`src/rtl/uart_pkg.sv`:
```
// Shared UART types and elaboration-time helpers used by the receiver,
// the transmitter and the common baud tick generator.
package uart_pkg;

    typedef enum logic [2:0] {
        WAIT_HIGH = 3'd0,
        IDLE      = 3'd1,
        START     = 3'd2,
        DATA      = 3'd3,
        PARITY    = 3'd4,
        STOP      = 3'd5
    } uart_state_e;

    localparam int PAR_NONE = 0;
    localparam int PAR_ODD  = 1;
    localparam int PAR_EVEN = 2;

    function automatic int calc_div(input int clk, input int baud, input int os);
        return clk / (baud * os);
    endfunction

    function automatic int clog2(input int v);
        int r;
        int x;
        r = 0;
        x = v - 1;
        while (x > 0) begin
            r = r + 1;
            x = x >> 1;
        end
        return r;
    endfunction

endpackage

```
`src/rtl/uart_baud_tick.sv`:
```
// Free-running divider producing a one-cycle tick every P_DIV clocks; a restart
// zeroes the count so the next tick lands exactly P_DIV cycles later.
module uart_baud_tick
    import uart_pkg::*;
#(
    parameter int P_DIV = 10
) (
    input  logic i_clk,
    input  logic i_rst,
    input  logic i_restart,
    output logic o_tick
);

    localparam int CW = (clog2(P_DIV) < 1) ? 1 : clog2(P_DIV);

    logic [CW-1:0] cnt_q, cnt_d;
    logic          tick_q, tick_d;

    // Next count and registered tick (tick mirrors the count reaching P_DIV-1)
    always_comb begin
        cnt_d = cnt_q;
        if (i_restart) begin
            cnt_d = {CW{1'b0}};
        end else if (cnt_q == CW'(P_DIV - 1)) begin
            cnt_d = {CW{1'b0}};
        end else begin
            cnt_d = cnt_q + CW'(1);
        end
        tick_d = (cnt_d == CW'(P_DIV - 1));
    end

    // Divider state register
    always_ff @(posedge i_clk) begin
        if (i_rst) begin
            cnt_q  <= {CW{1'b0}};
            tick_q <= 1'b0;
        end else begin
            cnt_q  <= cnt_d;
            tick_q <= tick_d;
        end
    end

    assign o_tick = tick_q;

endmodule

```
`src/rtl/uart_rx_oversample.sv`:
```
// Oversampling UART receiver: synchronises the line, majority-votes each bit
// at mid-cell and reports good words, framing errors and parity errors as pulses.
module uart_rx_oversample
    import uart_pkg::*;
#(
    parameter int P_SYSTEM_CLK     = 50_000_000,
    parameter int P_UART_BUADRATE  = 9600,
    parameter int P_UART_DATAWIDTH = 8,
    parameter int P_UART_STOPWIDTH = 1,
    parameter int P_OVERSAMPLE     = 16,
    parameter int P_PARITY         = 0
) (
    input  logic                        i_clk,
    input  logic                        i_rst,
    input  logic                        i_uart_rx,
    output logic [P_UART_DATAWIDTH-1:0] o_user_rx_data,
    output logic                        o_user_rx_valid,
    output logic                        o_frame_err,
    output logic                        o_parity_err,
    output logic                        o_rx_busy
);

    localparam int D  = calc_div(P_SYSTEM_CLK, P_UART_BUADRATE, P_OVERSAMPLE);
    localparam int M  = P_OVERSAMPLE / 2;
    localparam int W  = P_UART_DATAWIDTH;
    localparam int IW = clog2(P_OVERSAMPLE);
    localparam int BW = (clog2(W) < 1) ? 1 : clog2(W);

    logic          sync1_q, rx_s, rx_d;
    uart_state_e   state_q, state_d;
    logic [IW-1:0] idx_q, idx_d;
    logic [BW-1:0] bit_q, bit_d;
    logic          stop_q, stop_d;
    logic [1:0]    vote_q, vote_d;
    logic [W-1:0]  shift_q, shift_d;
    logic          par_err_q, par_err_d;
    logic          frame_err_q, frame_err_d;
    logic [W-1:0]  data_q, data_d;
    logic          valid_q, valid_d;
    logic          ferr_q, ferr_d;
    logic          perr_q, perr_d;
    logic          busy_q, busy_d;

    logic fall_s, restart_s, tick_s, in_frame_s, resolve_s, cell_end_s, maj_s, stop_bad_s;

    assign fall_s     = rx_d & ~rx_s;
    assign restart_s  = (state_q == IDLE) & fall_s;
    assign in_frame_s = state_q inside {START, DATA, PARITY, STOP};
    assign resolve_s  = tick_s & (idx_q == IW'(M + 1));
    assign cell_end_s = tick_s & (idx_q == IW'(P_OVERSAMPLE - 1));
    // Votes at M-1 and M are stored; the third vote is the live sample at M+1
    assign maj_s      = (vote_q[0] & vote_q[1]) | (vote_q[0] & rx_s) | (vote_q[1] & rx_s);
    assign stop_bad_s = frame_err_q | ~maj_s;

    uart_baud_tick #(.P_DIV(D)) u_tick (
        .i_clk     (i_clk),
        .i_rst     (i_rst),
        .i_restart (restart_s),
        .o_tick    (tick_s)
    );

    // Next-state, sampling, deserialisation and result issue
    always_comb begin
        state_d     = state_q;
        idx_d       = idx_q;
        bit_d       = bit_q;
        stop_d      = stop_q;
        vote_d      = vote_q;
        shift_d     = shift_q;
        par_err_d   = par_err_q;
        frame_err_d = frame_err_q;
        data_d      = data_q;
        valid_d     = 1'b0;
        ferr_d      = 1'b0;
        perr_d      = 1'b0;

        if (in_frame_s && tick_s) begin
            idx_d = cell_end_s ? {IW{1'b0}} : idx_q + IW'(1);
            if (idx_q == IW'(M - 1)) begin
                vote_d[0] = rx_s;
            end else if (idx_q == IW'(M)) begin
                vote_d[1] = rx_s;
            end else begin
                vote_d = vote_q;
            end
        end else begin
            idx_d = idx_q;
        end

        case (state_q)
            WAIT_HIGH: begin
                if (rx_s) begin
                    state_d = IDLE;
                end else begin
                    state_d = WAIT_HIGH;
                end
            end
            IDLE: begin
                if (fall_s) begin
                    state_d     = START;
                    idx_d       = {IW{1'b0}};
                    bit_d       = {BW{1'b0}};
                    stop_d      = 1'b0;
                    par_err_d   = 1'b0;
                    frame_err_d = 1'b0;
                end else begin
                    state_d = IDLE;
                end
            end
            START: begin
                if (resolve_s && maj_s) begin
                    state_d = IDLE;
                end else if (cell_end_s) begin
                    state_d = DATA;
                end else begin
                    state_d = START;
                end
            end
            DATA: begin
                if (resolve_s) begin
                    shift_d = {maj_s, shift_q[W-1:1]};
                end else begin
                    shift_d = shift_q;
                end
                if (cell_end_s) begin
                    if (bit_q == BW'(W - 1)) begin
                        bit_d   = {BW{1'b0}};
                        state_d = (P_PARITY != PAR_NONE) ? PARITY : STOP;
                    end else begin
                        bit_d = bit_q + BW'(1);
                    end
                end else begin
                    bit_d = bit_q;
                end
            end
            PARITY: begin
                // Mismatch when the 1s count over data+parity has the wrong oddness
                if (resolve_s) begin
                    par_err_d = ((^shift_q) ^ maj_s) != (P_PARITY == PAR_ODD);
                end else begin
                    par_err_d = par_err_q;
                end
                if (cell_end_s) begin
                    state_d = STOP;
                end else begin
                    state_d = PARITY;
                end
            end
            STOP: begin
                if (resolve_s) begin
                    if (stop_q == 1'(P_UART_STOPWIDTH - 1)) begin
                        valid_d = ~stop_bad_s & ~par_err_q;
                        data_d  = (~stop_bad_s & ~par_err_q) ? shift_q : data_q;
                        ferr_d  = stop_bad_s;
                        perr_d  = par_err_q;
                        state_d = rx_s ? IDLE : WAIT_HIGH;
                    end else begin
                        frame_err_d = stop_bad_s;
                    end
                end else if (cell_end_s) begin
                    stop_d = 1'b1;
                end else begin
                    stop_d = stop_q;
                end
            end
            default: begin
                state_d = WAIT_HIGH;
            end
        endcase

        busy_d = state_d inside {START, DATA, PARITY, STOP};
    end

    // State, synchroniser and output registers
    always_ff @(posedge i_clk) begin
        if (i_rst) begin
            sync1_q     <= 1'b1;
            rx_s        <= 1'b1;
            rx_d        <= 1'b1;
            state_q     <= WAIT_HIGH;
            idx_q       <= {IW{1'b0}};
            bit_q       <= {BW{1'b0}};
            stop_q      <= 1'b0;
            vote_q      <= 2'b00;
            shift_q     <= {W{1'b0}};
            par_err_q   <= 1'b0;
            frame_err_q <= 1'b0;
            data_q      <= {W{1'b0}};
            valid_q     <= 1'b0;
            ferr_q      <= 1'b0;
            perr_q      <= 1'b0;
            busy_q      <= 1'b0;
        end else begin
            sync1_q     <= i_uart_rx;
            rx_s        <= sync1_q;
            rx_d        <= rx_s;
            state_q     <= state_d;
            idx_q       <= idx_d;
            bit_q       <= bit_d;
            stop_q      <= stop_d;
            vote_q      <= vote_d;
            shift_q     <= shift_d;
            par_err_q   <= par_err_d;
            frame_err_q <= frame_err_d;
            data_q      <= data_d;
            valid_q     <= valid_d;
            ferr_q      <= ferr_d;
            perr_q      <= perr_d;
            busy_q      <= busy_d;
        end
    end

    assign o_user_rx_data  = data_q;
    assign o_user_rx_valid = valid_q;
    assign o_frame_err     = ferr_q;
    assign o_parity_err    = perr_q;
    assign o_rx_busy       = busy_q;

endmodule

```
`config.mk`:
```
export PLATFORM = sky130hd
export DESIGN_NAME = uart_rx_oversample
export DESIGN_NICKNAME = d
export VERILOG_FILES = /design/src/rtl/uart_pkg.sv /design/src/rtl/uart_baud_tick.sv /design/src/rtl/uart_rx_oversample.sv
export SDC_FILE = /design/constraint.sdc
export NUM_CORES = 1
export LEC_CHECK = 0
export ABC_AREA = 1
export CAP_MARGIN = 0
export CORE_MARGIN = 1
export CORE_UTILIZATION = 52
export CTS_CLUSTER_SIZE = 20
export DETAILED_ROUTE_END_ITERATION = 10
export PLACE_DENSITY_LB_ADDON = 0.05
export SLEW_MARGIN = 40
export SYNTH_ARGS = -nofsm -noshare
export SYNTH_HDL_FRONTEND = slang
export SYNTH_HIERARCHICAL = 1
export SYNTH_SLANG_ARGS = --single-unit
```
`constraint.sdc`:
```
create_clock -name i_clk -period 2.3 [get_ports i_clk]
set_input_delay 0.345 -clock i_clk [delete_from_list [all_inputs] [get_ports i_clk]]
set_output_delay 0.345 -clock i_clk [all_outputs]
set_load 0.01 [all_outputs]
```
==> results.json <==
{
  "crit_chain": "inv_1, ha_1, nand4_4, nor2_4, nand3_4, o21ai_0, nor2_1",
  "power_density_nw_per_um2": 538,
  "place.gp.congestion": 0.832,
  "core_area_um2": 4140,
  "setup_viol": 0,
  "cts_htree_levels": 2,
  "final-instance-count-excl-fill": 396,
  "synth_top_family_by_area": "simple AND/OR/NAND/NOR gates",
  "drc_errors": 0,
  "worst_hold_slack_ps": 415,
  "fin_tns_setup_ps": 0,
  "synth_top_area_share_pct": 41.5,
  "start_kind": "flop",
  "peakVddDrop_uv": 361,
  "drt_iter0_drc": 116,
  "arrival_ps": 1740,
  "synth_cells": 326,
  "slowest_delay_ps": 320,
  "vias": 1981,
  "cts_root_buf": "clkbuf_8",
  "status": "complete, no violations",
  "place_inst": 389,
  "synth_warnings": 6,
  "clock_latency_ps": 290,
  "die_w_um": 68.7,
  "synthArstFlopShare_pct": 0,
  "finalHoldViolations": 0,
  "end_kind": "flop",
  "die_y_um": 68.7,
  "clockBufferDepth": 2,
  "crit_type": "reg -> reg",
  "synth_simple_gate_area_share_pct": 31.8,
  "numPortBuffers": 14,
  "fin_skew_ps": 4.93,
  "postRouteWirelength_mm": 4.37,
  "r2r_cells": 7,
  "worstMarginPinSlew_ps": 308,
  "dr.pass1.iters": 4,
  "io_pins": 15,
  "crit_family": "simple AND/OR/NAND/NOR gates",
  "slew_violations": 0,
  "yosysMostFrequentCell": "nand2_1",
  "synth_edf_count": 0,
  "r2r-end": "o_user_rx_data[3]",
  "nets": 356,
  "synthFlopType": "dfxtp_1",
  "cts_buffers": 5,
  "worst-path-buf-inv": 1,
  "post_drt_via_cell_ratio": 5.00,
  "grt_pass1_wl_mm": 7.42,
  "max_freq_ghz": 0.642,
  "hold-path-endpoint": "rx_s",
  "drv_cap": 0,
  "crit_path_max_fanout": 9,
  "grt_pass1_vias": 1684,
  "rows": 23,
  "fill_cells": 396,
  "antenna_found_initial": 0,
  "clock_sinks": 48,
  "synth_fa_ha_area_share_pct": 3.78,
  "worst_slack_ps": 742,
  "grtUsageTotal_pct": 21.3,
  "die_area_um2": 4720,
  "ant_nets": 0,
  "dp_slack_ps": 745,
  "required_ps": 2480,
  "cp_slowest_cell": "dfxtp_1",
  "yosysTopAreaCell": "dfxtp_1",
  "p_leak_nw": 1.16,
  "period_share_pct": 67.7,
  "hp-class": "reg -> reg",
  "syn-cell-area_um2": 2310,
  "synth_seq_cells": 48,
  "synth_compound_area_share_pct": 11.8,
  "synth_common_cells": "64 x nand2_1, 54 x nor2_1, 48 x dfxtp_1",
  "grt_overflow": 0,
  "min_from": "sync1_q",
  "r2r_start": "idx_q[1]",
  "synth_xor_xnor_area_share_pct": 1.51,
  "synth_mux_area_share_pct": 0,
  "r2r_slack_ps": 740,
  "start_util_pct": 55.9,
  "synth_area_leaders": "dfxtp_1 42%, nand2_1 10%, nor2_1 8.8%, inv_1 7.6%, o21ai_0 5.2%",
  "area_delta_synth_final_pct": 11.9,
  "clk_pin_slew_ps": 80,
  "multiInputGateArea_um2": 1130,
  "synth_nets": 336,
  "cts_tree": "built",
  "holdPathStages": 1,
  "grt_max_degree": 21,
  "hold_buffers": 0,
  "wl_per_cell_um": 11.0,
  "post_cts_buffers": 0,
  "regArea_um2": 961,
  "p_total_mw": 1.39,
  "cts_resized": 0,
  "rsz0062_at_grt": "false",
  "seq_area_frac_synth_pct": 41.5,
  "diodes": 0,
  "syn_avg_cell_area_um2": 7.10,
  "synth_cell_type_count": 29,
  "drive_gt1_share_pct": 9.25,
  "dp_hpwl_mm": 3.44,
  "period_minus_slack_ps": 1560,
  "slew_headroom_pct": 79.4
}
-- kinds of logic (layout without fill, tap and decap cells) --
logic type	count (synthesis)	after routing
adders and majority gates	7	7
buffers and inverters	55	75
DFF	48	48
xor gates and xnor gates	4	4
AOI/OAI and AO/OA	51	51
and+or+nand+nor	161	161
-- worst register-to-register path, stage by stage, from the launching register on --
cell and delay [ps]:
dfxtp_1 320, inv_1 110, ha_1 210, nand4_4 170
nor2_4 200, nand3_4 130, o21ai_0 250, nor2_1 60
-- area by class of cell --
cell class / count / share of cell area, %
Tap cell: 50 / 2.42
Clock buffer: 6 / 2.80
Sequential cell: 48 / 37.1
Clock inverter: 1 / 0.193
Timing Repair Buffer: 16 / 5.99
Multi-Input combinational cell: 223 / 43.8
Inverter: 52 / 7.73
-- power breakdown --
part           internal (mW)  switching [mW]
Sequential             0.842          0.0110
Clock                  0.207           0.257
Combinational         0.0280          0.0480
Total                   1.08           0.316
-- state kept, by name, summed over array words and instances (netlist names), 2 cells and up --
| register | count |
|---|---|
| shift_q | 8 |
| o_user_rx_data | 8 |
| idx_q | 4 |
| u_tick/cnt_q | 9 |
| bit_q | 3 |
| state_q | 3 |
| vote_q | 2 |
-- placed cells by master (no fill, tap or decap) --
cell type,synthesis,layout
nand4_4,1,1
xor2_1,3,3
o22ai_1,1,1
clkinv_4,1,1
ha_1,7,7
nand2_2,3,3
clkinv_2,0,1
a211oi_1,3,3
xnor2_1,1,1
nor2_1,54,54
o31ai_1,1,1
nor4_1,1,1
inv_2,4,4
nand3_4,1,1
nand4_1,3,3
nand2_1,64,64
buf_4,0,2
inv_1,47,47
clkbuf_1,1,1
nand3_1,18,18
nor2_2,3,3
clkdlybuf4s50_1,0,14
a21oi_1,20,20
dfxtp_1,48,48
nor3_1,4,4
or2_2,3,3
nor2_4,3,3
o21ai_2,2,2
o21ai_0,24,24
clkbuf_8,0,5
nand3_2,3,3
-- how the worst max path moves through the flow --
stage / start / end / slack (ps) / depth (start not counted)
floorplan: idx_q[1] / o_user_rx_data[1] / 980 / 7
global placement: idx_q[0] / o_rx_busy / 770 / 8
detailed placement: i_rst / idx_q[3] / 740 / 6
CTS: idx_q[1] / o_user_rx_data[3] / 740 / 7
global route: rx_s / u_tick/cnt_q[1] / 560 / 8
finish: idx_q[1] / o_user_rx_data[3] / 740 / 7
-- metal layers --
metal	up-vias	track usage [%]	share of wire, %
met5	-	0	0
met4	0	5.36	1.0
met3	6	4.44	3.2
met2	28	34.7	45
met1	876	28.5	51
li1	1071	-	-
-- stage by stage --
| stage | util (%) | instance area, um2 |
|---|---|---|
| floorplan | - | 2310 |
| global placement | 60.6 | 2510 |
| detailed placement | 60.6 | 2510 |
| CTS | 62.5 | 2590 |
| global route | 62.5 | 2590 |
| finish | 62.5 | 2590 |
Power figures use the tool's default switching activity.
